File: src/rtl/csa_acc_pkg.sv
`default_nettype none
// ============================================================================
//  Module      : csa_acc_pkg
//  Description : Shared types, default widths and helpers for the carry-save
//                frame accumulator.
//  Revision    : 1.0 - initial release
// ============================================================================
package csa_acc_pkg;

    // Default operand, accumulator and operand-count widths
    localparam int c_data_w = 4;
    localparam int c_acc_w  = 8;
    localparam int c_cnt_w  = 8;

    // Frame controller states
    typedef enum logic [1:0] {
        ST_ACCUM   = 2'd0,
        ST_RESOLVE = 2'd1,
        ST_OUTPUT  = 2'd2
    } state_t;

    // Saturating increment for a counter of 'width' bits (width < 32).
    // The counter sticks at its all-ones value instead of wrapping to zero.
    function automatic logic [31:0] sat_inc(input logic [31:0] cnt, input int unsigned width);
        logic [31:0] max_val;
        max_val = (32'd1 << width) - 32'd1;
        if (cnt >= max_val) begin
            return max_val;
        end
        return cnt + 32'd1;
    endfunction

endpackage
`default_nettype wire

File: src/rtl/csa_compress_row.sv
`default_nettype none
// ============================================================================
//  Module      : csa_compress_row
//  Description : Combinational 3:2 compressor row. Reduces three W-bit vectors
//                to a bitwise sum and a bitwise majority (carry) vector; the
//                caller applies the carry shift. With b tied to zero the row
//                degenerates into a half-adder row.
//  Revision    : 1.0 - initial release
// ============================================================================
module csa_compress_row #(
    parameter int W = 8
) (
    input  logic [W-1:0] a,
    input  logic [W-1:0] b,
    input  logic [W-1:0] c,
    output logic [W-1:0] sum,
    output logic [W-1:0] maj
);

    // Per-bit full-adder sum and carry, no propagation between bit positions
    always_comb begin
        sum = a ^ b ^ c;
        maj = (a & b) | (a & c) | (b & c);
    end

endmodule
`default_nettype wire

File: src/rtl/csa_frame_accumulator.sv
`default_nettype none
// ============================================================================
//  Module      : csa_frame_accumulator
//  Description : Streaming multi-operand adder. Operands are folded into a
//                carry-save running total (S,C) one per cycle; at frame end
//                the pair is resolved iteratively into a binary sum and
//                presented on a valid/ready result port with an exact
//                overflow flag and a saturating operand count.
//  Revision    : 1.0 - initial release
// ============================================================================
module csa_frame_accumulator
    import csa_acc_pkg::*;
#(
    parameter int DATA_W = c_data_w,   // must not exceed ACC_W
    parameter int ACC_W  = c_acc_w,    // at least 2
    parameter int CNT_W  = c_cnt_w     // below 32
) (
    input  logic              clk,
    input  logic              rst,
    input  logic              in_valid,
    output logic              in_ready,
    input  logic [DATA_W-1:0] in_data,
    input  logic              in_last,
    output logic              out_valid,
    input  logic              out_ready,
    output logic [ACC_W-1:0]  out_sum,
    output logic              out_ovf,
    output logic [CNT_W-1:0]  out_count
);

    state_t             r_state;
    state_t             w_state_nxt;

    logic [ACC_W-1:0]   r_s;
    logic [ACC_W-1:0]   r_c;
    logic               r_ovf;
    logic [CNT_W-1:0]   r_count;

    logic [ACC_W-1:0]   r_out_sum;
    logic               r_out_ovf;
    logic [CNT_W-1:0]   r_out_count;

    logic [ACC_W-1:0]   w_x;
    logic [ACC_W-1:0]   w_row_b;
    logic [ACC_W-1:0]   w_row_c;
    logic [ACC_W-1:0]   w_row_sum;
    logic [ACC_W-1:0]   w_row_maj;
    logic [ACC_W-1:0]   w_maj_sh;
    logic               w_maj_drop;
    logic               w_in_hs;
    logic               w_c_zero;
    logic [CNT_W-1:0]   w_cnt_inc;

    // Operand zero-extended to the accumulator width
    assign w_x = ACC_W'(in_data);

    // One shared row: full 3:2 compression (S,C,x) while accumulating,
    // half-adder (S,0,C) while resolving the carry-save pair.
    assign w_row_b = (r_state == ST_ACCUM) ? r_c : '0;
    assign w_row_c = (r_state == ST_ACCUM) ? w_x : r_c;

    csa_compress_row #(
        .W   (ACC_W)
    ) u_row (
        .a   (r_s),
        .b   (w_row_b),
        .c   (w_row_c),
        .sum (w_row_sum),
        .maj (w_row_maj)
    );

    // Carry vector moves up one weight; the MSB carry falls off the top and
    // is exactly one lost 2^ACC_W, so it is recorded as overflow.
    assign w_maj_sh   = {w_row_maj[ACC_W-2:0], 1'b0};
    assign w_maj_drop = w_row_maj[ACC_W-1];

    assign w_in_hs   = in_valid & in_ready;
    assign w_c_zero  = (r_c == '0);
    assign w_cnt_inc = CNT_W'(sat_inc(32'(r_count), CNT_W));

    // State register
    always_ff @(posedge clk or posedge rst) begin
        if (rst) begin
            r_state <= ST_ACCUM;
        end else begin
            r_state <= w_state_nxt;
        end
    end

    // Next-state and handshake outputs
    always_comb begin
        w_state_nxt = r_state;
        in_ready    = 1'b0;
        out_valid   = 1'b0;
        unique case (r_state)
            ST_ACCUM: begin
                in_ready = 1'b1;
                if (in_valid && in_last) begin
                    w_state_nxt = ST_RESOLVE;
                end
            end
            ST_RESOLVE: begin
                if (w_c_zero) begin
                    w_state_nxt = ST_OUTPUT;
                end
            end
            ST_OUTPUT: begin
                out_valid = 1'b1;
                if (out_ready) begin
                    w_state_nxt = ST_ACCUM;
                end
            end
            default: begin
                w_state_nxt = ST_ACCUM;
            end
        endcase
    end

    // Carry-save accumulation, resolution, and result capture
    always_ff @(posedge clk or posedge rst) begin
        if (rst) begin
            r_s         <= '0;
            r_c         <= '0;
            r_ovf       <= 1'b0;
            r_count     <= '0;
            r_out_sum   <= '0;
            r_out_ovf   <= 1'b0;
            r_out_count <= '0;
        end else begin
            unique case (r_state)
                ST_ACCUM: begin
                    if (w_in_hs) begin
                        r_s     <= w_row_sum;
                        r_c     <= w_maj_sh;
                        r_ovf   <= r_ovf | w_maj_drop;
                        r_count <= w_cnt_inc;
                    end
                end
                ST_RESOLVE: begin
                    if (!w_c_zero) begin
                        r_s   <= w_row_sum;
                        r_c   <= w_maj_sh;
                        r_ovf <= r_ovf | w_maj_drop;
                    end else begin
                        r_out_sum   <= r_s;
                        r_out_ovf   <= r_ovf;
                        r_out_count <= r_count;
                    end
                end
                ST_OUTPUT: begin
                    // Result registers keep their value after consumption
                    if (out_ready) begin
                        r_s     <= '0;
                        r_c     <= '0;
                        r_ovf   <= 1'b0;
                        r_count <= '0;
                    end
                end
                default: begin
                    r_s <= r_s;
                end
            endcase
        end
    end

    assign out_sum   = r_out_sum;
    assign out_ovf   = r_out_ovf;
    assign out_count = r_out_count;

endmodule
`default_nettype wire

File: config.mk
export PLATFORM = sky130hd
export DESIGN_NAME = csa_frame_accumulator
export DESIGN_NICKNAME = d
export VERILOG_FILES = /design/src/rtl/csa_acc_pkg.sv /design/src/rtl/csa_compress_row.sv /design/src/rtl/csa_frame_accumulator.sv
export SDC_FILE = /design/constraint.sdc
export NUM_CORES = 1
export LEC_CHECK = 0
export CORE_MARGIN = 4
export CORE_UTILIZATION = 55
export DETAILED_ROUTE_END_ITERATION = 6
export PLACE_DENSITY = 0.87
export SLEW_MARGIN = 20
export SYNTH_ARGS = -nofsm -noshare
export SYNTH_HDL_FRONTEND = slang
export SYNTH_SLANG_ARGS = --single-unit
export TNS_END_PERCENT = 100
File: constraint.sdc
create_clock -name clk -period 4.4 [get_ports clk]
set_input_delay 0.66 -clock clk [delete_from_list [all_inputs] [get_ports clk]]
set_output_delay 0.66 -clock clk [all_outputs]
set_load 0.005 [all_outputs]
# ---- Word-level counts from Yosys, hierarchy flattened
# Index checks and enable logic that the tools add are counted.
dict set report classes {
  magnitude_cmp 1
  bitwise_logic 9
  n_eq_ne 7
  multipliers 0
  div_mod_pow 0
  muxes 24
  n_addsub 1
  reduce_logical 9
  shifts 0
}
# operator n
set ops {}
lappend ops {{$mux 8} 10}
lappend ops {{$pmux 8 s3} 2}
lappend ops {{$and 8x8->8} 3}
lappend ops {{$or 8x8->8} 2}
lappend ops {{$pmux 8 s2} 1}
lappend ops {{$xor 8x8->8} 2}
lappend ops {{$add 8x1->8 const B} 1}
lappend ops {{$ge 8x8->1 const B} 1}
lappend ops {{$logic_not 8->1} 1}
lappend ops {{$ne 2x2->1 const B} 4}
lappend ops {{$mux 1} 6}
lappend ops {{$mux 2} 3}
lappend ops {{$pmux 2 s3} 1}
lappend ops {{$reduce_and 3->1} 2}
lappend ops {{$reduce_and 4->1} 1}
lappend ops {{$pmux 1 s3} 1}
lappend ops {{$reduce_bool 3->1} 1}
lappend ops {{$eq 2x1->1 const B} 1}
lappend ops {{$eq 2x2->1 const B} 1}
lappend ops {{$logic_not 2->1} 1}
lappend ops {{$ne 2x1->1 const B} 1}
lappend ops {{$reduce_and 2->1} 1}
lappend ops {{$reduce_bool 2->1} 1}
lappend ops {{$and 1x1->1} 1}
lappend ops {{other kinds (2)} 2}
dict set report totals {
  input_bits 9
  mem_count 0
  mem_bits_rw 0
  out_inout_bits 19
  word_cells 59
  latch_bits 0
  mem_bits_ro 0
  register_bits 44
}

# ---- Depth between registers and ports, before layout
# Gate-level depths: netlist of the first run.
dict set report logic_depth {
  word_depth 8
  depth_mapped 6
  mapped_depth_nobuf 5
}

# ---- Cells and area by module
# Synthesis of the first run repeated with hierarchy kept, for this count alone.
dict set report hier_totals {
  hier_cells 200
  hier_area_um2 2174.6
}
# mod cells_each area_per_inst_um2 seq_area_each_um2 instances
set by_module_without_submodules {}
lappend by_module_without_submodules {csa_frame_accumulator 192 2014.4 1076.0 1}
lappend by_module_without_submodules {csa_compress_row 8 160.2 0.0 1}

# ---- Least setup slack after synthesis of the first run
# Ideal clock, no wire load.
dict set report synth_timing {
  kind {flip-flop to flip-flop}
  from {register r_state[0]}
  to {register r_s[1]}
  t_required_ns 4.275
  stages_incl_launch_ff 7
  n_path_buf 1
  setup_ns 0.125
  arrival_time_ns 1.697
  synth_period_minus_slack_ns 1.822
  slack_ns 2.578
  path_cell_list {dfrtp_1 > buf_2 > nor2_2 > nand2_1 > fa_1 > nor2_1 > mux2_4}
}
dict set report synth_between {
  elab_cells_between_ends 17
  classes_between {5 x eq/ne; 6 x mux; 3 x bitwise; 3 x reduce/logical}
}
# element line_no
set synth_rtl {}
lappend synth_rtl {{start, declared} csa_frame_accumulator.sv:31} ;# state_t r_state;
lappend synth_rtl {{start signal, assigned} csa_frame_accumulator.sv:86} ;# r_state <= w_state_nxt;
lappend synth_rtl {{$logic_not 2->1} csa_frame_accumulator.sv:95} ;# unique case (r_state)
lappend synth_rtl {{$mux 1} csa_frame_accumulator.sv:95}
lappend synth_rtl {{via in_ready} csa_frame_accumulator.sv:21} ;# output logic in_ready,
lappend synth_rtl {{$and 1x1->1} csa_frame_accumulator.sv:77} ;# assign w_in_hs = in_valid & in_ready;
lappend synth_rtl {{$ne 2x2->1 (no line)} n/a}
lappend synth_rtl {{$reduce_and 4->1 (no line)} n/a}
lappend synth_rtl {{end signal, assigned} csa_frame_accumulator.sv:133} ;# r_s <= w_row_sum;
lappend synth_rtl {{end signal, assigned} csa_frame_accumulator.sv:141} ;# r_s <= w_row_sum;
lappend synth_rtl {{end signal, assigned} csa_frame_accumulator.sv:160} ;# r_s <= r_s;
lappend synth_rtl {{end, declared} csa_frame_accumulator.sv:34} ;# logic [ACC_W-1:0] r_s;
# The timed path passes the listed nets, and every way through them passes these cells. The select of a mux whose other input is x is not followed.
# A chain may end at the register's enable or synchronous reset.

# ---- Worst setup path after layout of the first run
dict set report layout_timing {
  from {register r_state[0]}
  to {output out_valid}
}
dict set report layout_between {
  elab_chain_len 2
}
# element line_no
set layout_lines {}
lappend layout_lines {{$eq 2x2->1} csa_frame_accumulator.sv:95}
lappend layout_lines {{$mux 1} csa_frame_accumulator.sv:95}
lappend layout_lines {{end, declared} csa_frame_accumulator.sv:24} ;# output logic out_valid,
# Every way passes these cells.

==> impl_metrics.yaml, run 1 <==
clock_network:
  ctsLongestPathBuffers: 2
  cts_sinks: 43
  cts_setup_buffers: 0
  clk_pin_slew_worst_paths_ps: 80
  cts_buffers: 5
  hold_buffers: 0
  cts_resized: 0
  htree_levels: 2
  cts_root_buf: "clkbuf_8"
  insertion_delay_ps: 300
  tritoncts: "done"
placed_design:
  dp_hpwl_microns: 2590
  gp_congestion: 0.825
  numPortBuffers: 27
  dp_slack_ps: 1890
detailed_routing:
  wl_per_cell_microns: 13.6
  drt_iter0_drc: 77
  viasPerCell: 5.35
  drt_first_pass_iters: 4
  wl_microns: 3750
  route.detailed.drc: 0
  ant_nets: 0
  num_vias: 1471
yosys:
  synthTopCellsByCount: "43 x dfrtp_1, 28 x nand2_1, 22 x o21ai_0"
  synth_top_area_share_pct: 50.6
  synthCells: 200
  yosys.area_share.adder_pct: 6.36
  yosysTopAreaCell: "dfrtp_1"
  synth_cell_types: 36
  synthArstFlopShare_pct: 100
  yosys-top-cells-area: "dfrtp_1 51%, mux2i_1 6.1%, o21ai_0 5.2%, nand2_1 4.9%, mux2_4 4.2%"
  yosys.area_share.xor_xnor_pct: 0
  synth-compound-area-share_pct: 9.77
  synth-simple-area-share_pct: 14.0
  synthesis.nets: 218
  syn-cell-area_sq_um: 2130
  ys_seq_area_share_pct: 50.6
  synthMuxAreaShare_pct: 13.5
  yosysWarningCount: 0
  synth_edf_count: 0
  synth_top_family_by_area: "simple AND/OR/NAND/NOR gates"
  synth_seq_cells: 43
  synth_most_common_cell: "dfrtp_1"
  synth_flop_cell: "dfrtp_1"
  syn_area_per_cell_sq_um: 10.6
floorplan:
  io_pins: 28
  core_sq_um: 3690
  die_w_microns: 70.2
  initial_core_util_pct: 57.6
  die-area_sq_um: 4920
  die_h_microns: 70.2
  rows: 22
power:
  p_leak_nw: 1.22
  power_density_nw_per_um2: 641
  max-vdd-ir-drop_mv: 0.398
sta:
  hold_violations: 0
  setup_viol: 0
  skew_ps: 4.11
  setup_tns_ps: 0
  fin_crit_ps: 2640
  worst_pin_slew_ps: 746
  relSlewSlack_pct: 50.3
  rsz0062_at_grt: "false"
  drv_slew: 0
  finalWorstSetupSlack_ps: 1760
  fmax_mhz: 378
  period_share_pct: 60.1
hold_path:
  holdPathStages: 2
  worstHoldStart: "out_sum[6]"
  hold_path.class: "flip-flop to flip-flop"
  whs_endpoint: "out_sum[6]"
global_routing:
  gr-max-usage-layer: "met2"
  grt_pass1_vias: 1495
  track_usage_pct: 17.2
  use_met1_pct: 21.9
  grt_max_degree: 44
  antenna_found_initial: 0
  overflow: 0
  met3_usage_pct: 4.75
  use_met2_pct: 27.7
  grt_pass1_wl_microns: 6740
worst_setup_path:
  path_class: "flip-flop to output port"
  crit_path_max_incr_delay_ps: 550
  start_kind: "flip-flop"
  timing.rr.end: "r_s[1]"
  worstPathRequired_ps: 3740
  r2r_cells: 4
  slowest_stage: "clkdlybuf4s50_1"
  cp-end-kind: "output port"
  r2r-start: "r_c[1]"
  arrival_ps: 1980
  cp_max_fo: 11
  crit_path_cell_trace: "nand2b_1 > inv_1 > clkdlybuf4s50_1"
  r2r_slack_ps: 2310
  crit_path_start: "r_state[0]"
final_layout:
  layout.nets: 245
  layout-drive-gt1-share_pct: 11.9
  area_growth_syn_to_layout_pct: 17.8
  n_antenna_cell: 0
job:
  drv_cap: 0
run_status:
  status: "finished clean"
-- sequential cells by signal, summed over array words and instances, names as in the netlist --
| register | flops |
|---|---|
| r_c | 7 |
| r_count | 8 |
| out_count | 8 |
| out_ovf | 1 |
| r_ovf | 1 |
| r_state | 2 |
| r_s | 8 |
| out_sum | 8 |
-- layout by cell type, fill, tap and decap left out, drive strengths merged, types with 2 or more instances in the layout --
master	Yosys	routed
nor2	14	14
and3	5	5
nand2	29	29
nand3	2	2
a31oi	2	2
o21ai	22	22
fa	3	3
clkdlybuf4s50	0	27
dfrtp	43	43
clkbuf	6	6
mux2i	13	13
inv	18	18
and2	2	2
mux2	12	12
a21oi	6	6
buf	3	2
ha	6	6
-- report_power, final --
part	switching, mW	total [mW]	internal (mW)
registers	0.0984	0.618	0.519
clock network	0.127	0.250	0.123
logic	0.357	0.738	0.381
total	0.582	1.61	1.02
-- critical path: cells and delay by family (launching register included) --
family                 cells  cell delay [ps]
flip-flops                 1              490
AND/OR/NAND/NOR            1              370
buffers and inverters      2              830
-- layer usage --
metal	vias up	wire [microns]
met5	-	0
met4	0	52
met3	6	189
met2	32	1850
met1	709	1660
li1	724	-
-- worst max-delay path by stage --
stage,cells past startpoint,endpoint,slack [ps]
after floorplan,6,r_s[1],2580
after global placement,5,r_s[3],1900
after detailed placement,5,r_s[1],1890
after CTS,3,out_valid,1760
after global routing,3,out_valid,1630
final,3,out_valid,1760
-- kinds of logic (layout without fill, tap and decap cells) --
logic type / Yosys count / in the layout
simple gates: 61 / 61
fa+ha+maj: 9 / 9
compound gates: 35 / 35
flops: 43 / 43
buf+inv: 27 / 54
mux: 25 / 25
-- layout make-up --
type | instances | area (sq um)
Clock buffer | 6 | 82.6
Clock inverter | 1 | 5.00
Fill cell | 290 | 1180
Inverter | 18 | 67.6
Multi-Input combinational cell | 130 | 928
Sequential cell | 43 | 1080
Tap cell | 48 | 60.1
Timing Repair Buffer | 29 | 285
-- per-stage QoR --
| step | area (sq um) | instances | util, % | power, mW | hold WS (ps) |
|---|---|---|---|---|---|
| 2_1_floorplan | 2130 | 200 | - | 1.17 | 473 |
| 3_3_place_gp | 2420 | 268 | 65.5 | 1.34 | 464 |
| 3_5_place_dp | 2420 | 268 | 65.5 | 1.37 | 470 |
| 4_1_cts | 2500 | 275 | 67.9 | 1.62 | 487 |
| 5_1_grt | 2500 | 275 | 67.9 | 1.75 | 520 |
| 6_report | 2500 | 275 | 67.9 | 1.61 | 480 |
No activity file was read; power rests on OpenSTA's default activity.
==> inputs of run 2 (changes only) <==
--- a/config.mk
+++ b/config.mk
@@ -6,9 +6,9 @@
 export NUM_CORES = 1
 export LEC_CHECK = 0
 export CORE_MARGIN = 4
-export CORE_UTILIZATION = 55
+export CORE_UTILIZATION = 49
 export DETAILED_ROUTE_END_ITERATION = 6
-export PLACE_DENSITY = 0.87
+export PLACE_DENSITY = 0.82
 export SLEW_MARGIN = 20
 export SYNTH_ARGS = -nofsm -noshare
 export SYNTH_HDL_FRONTEND = slang
==> constraint.sdc (replaced) <==
create_clock -name clk -period 2.13 [get_ports clk]
set_input_delay 0.3195 -clock clk [delete_from_list [all_inputs] [get_ports clk]]
set_output_delay 0.3195 -clock clk [all_outputs]
set_load 0.005 [all_outputs]
==> run 2 against run 1 <==
Register-to-register slack lost 2000 ps. Worst setup slack got worse by 1700 ps. Die area grew 11%. Via count rose by 2.0%. Critical endpoint unchanged.
==> impl_metrics.yaml, run 2 (synthesized netlist as in run 1, its figures left out) <==
detailed_routing:
  viasPerCell: 5.25
  wl_per_cell_microns: 13.5
  wl_microns: 3860
  drt_first_pass_iters: 4
  drt_iter0_drc: 88
  route.detailed.drc: 0
  num_vias: 1501
  ant_nets: 0
final_layout:
  layout-drive-gt1-share_pct: 15.7
  layout.nets: 253
  most-common-layout-cells: "42 x dfrtp_1, 28 x nand2_1, 27 x clkdlybuf4s50_1"
  layout_commonest_cell: "dfrtp_1"
  area_growth_syn_to_layout_pct: 22.2
  final_core_util_pct: 63.6
  stdcell_area_sq_um: 2600
  n_antenna_cell: 0
clock_network:
  clk_pin_slew_worst_paths_ps: 80
  tritoncts: "done"
  cts_buffers: 5
  hold_buffers: 0
  cts_sinks: 43
  htree_levels: 2
  cts_root_buf: "clkbuf_8"
  insertion_delay_ps: 290
  ctsLongestPathBuffers: 2
worst_setup_path:
  worstPathRequired_ps: 1810
  cp-end-kind: "output port"
  crit_path_cell_trace: "buf_4 > nand2b_1 > inv_2 > clkdlybuf4s50_1"
  cp_max_fo: 6
  path_class: "flip-flop to output port"
  start_kind: "flip-flop"
  arrival_ps: 1720
  r2r_cells: 5
  crit_path_max_incr_delay_ps: 510
  r2r_slack_ps: 310
  slowest_stage: "clkdlybuf4s50_1"
global_routing:
  use_met1_pct: 20.0
  grt_max_degree: 44
  met3_usage_pct: 4.38
  grt_pass1_wl_microns: 6730
  use_met2_pct: 26.6
  antenna_found_initial: 0
  track_usage_pct: 16.0
  gr-max-usage-layer: "met2"
  overflow: 0
  grt_pass1_vias: 1505
sta:
  skew_ps: 9.60
  period_share_pct: 95.7
  hold_violations: 0
  worst_pin_slew_ps: 528
  fin_crit_ps: 2040
  fmax_mhz: 491
  rsz0062_at_grt: "false"
  drv_slew: 0
  setup_viol: 0
  relSlewSlack_pct: 64.8
  setup_tns_ps: 0
job:
  drv_cap: 0
placed_design:
  dp_hpwl_microns: 2720
  numPortBuffers: 27
  dpl-instance-area_sq_um: 2470
  gp_congestion: 0.757
floorplan:
  io_pins: 28
  rows: 23
  initial_core_util_pct: 52.0
  die-area_sq_um: 5460
  core_sq_um: 4090
  die_w_microns: 73.9
  die_h_microns: 73.9
hold_path:
  hold_path.class: "input pin to asynchronous set/reset pin"
run_status:
  status: "finished clean"
power:
  max-vdd-ir-drop_mv: 0.692
  power_density_nw_per_um2: 1350
  p_leak_nw: 1.26
==> run 2: cell count changes in the layout (fill, tap and decap cells not counted), sizes merged <==
cell    delta
buf        +8
clkinv     -1
clkbuf     +2
==> run 2: cell type report <==
type	instances	area, sq um
inverter	18	67.6
tap	50	62.6
timing repair buffer	37	358
multi-input combinational	130	933
sequential	43	1080
clock buffer	8	100
fill	336	1490
==> run 2: worst max-delay path, delay by kind of cell, from the launching register on <==
kind,cells,cell delay (ps)
buf+inv,3,790
flops,1,460
simple gates,1,170
==> run 2: metrics by stage <==
stage	total power, mW	setup WS [ps]	std cells	hold slack (ps)
after floorplan	2.41	308	200	431
after global placement	2.86	217	275	462
after detailed placement	2.94	146	275	473
after CTS	3.51	37.5	283	480
after global routing	3.82	18.6	286	507
final	3.51	92.3	286	472
==> run 2: power by group <==
group	internal, mW	switching [mW]
logic	0.909	0.768
registers	1.07	0.207
clock network	0.296	0.261
==> run 2: routing by layer <==
metal,routed length [microns],share of wire [%]
met4,59,1.5
met2,1850,48
met3,158,4.1
met1,1800,47
met5,0,0
==> run 2: repair_timing <==
item                       4_1_cts  5_1_grt
buffers inserted                 0        3
resized for setup                1        2
setup endpoints to repair        1        2
==> run 2: path summary, 6_finish.rpt <==
| path | endpoint | startpoint |
|---|---|---|
| max reg2reg | r_s[4] | r_c[1] |
| min | out_sum[1] | rst |
| max in group asynchronous | r_state[0] | rst |
| min in group clk | out_count[4] | out_count[4] |
| max | out_valid | r_state[0] |
| min reg2reg | out_count[4] | out_count[4] |
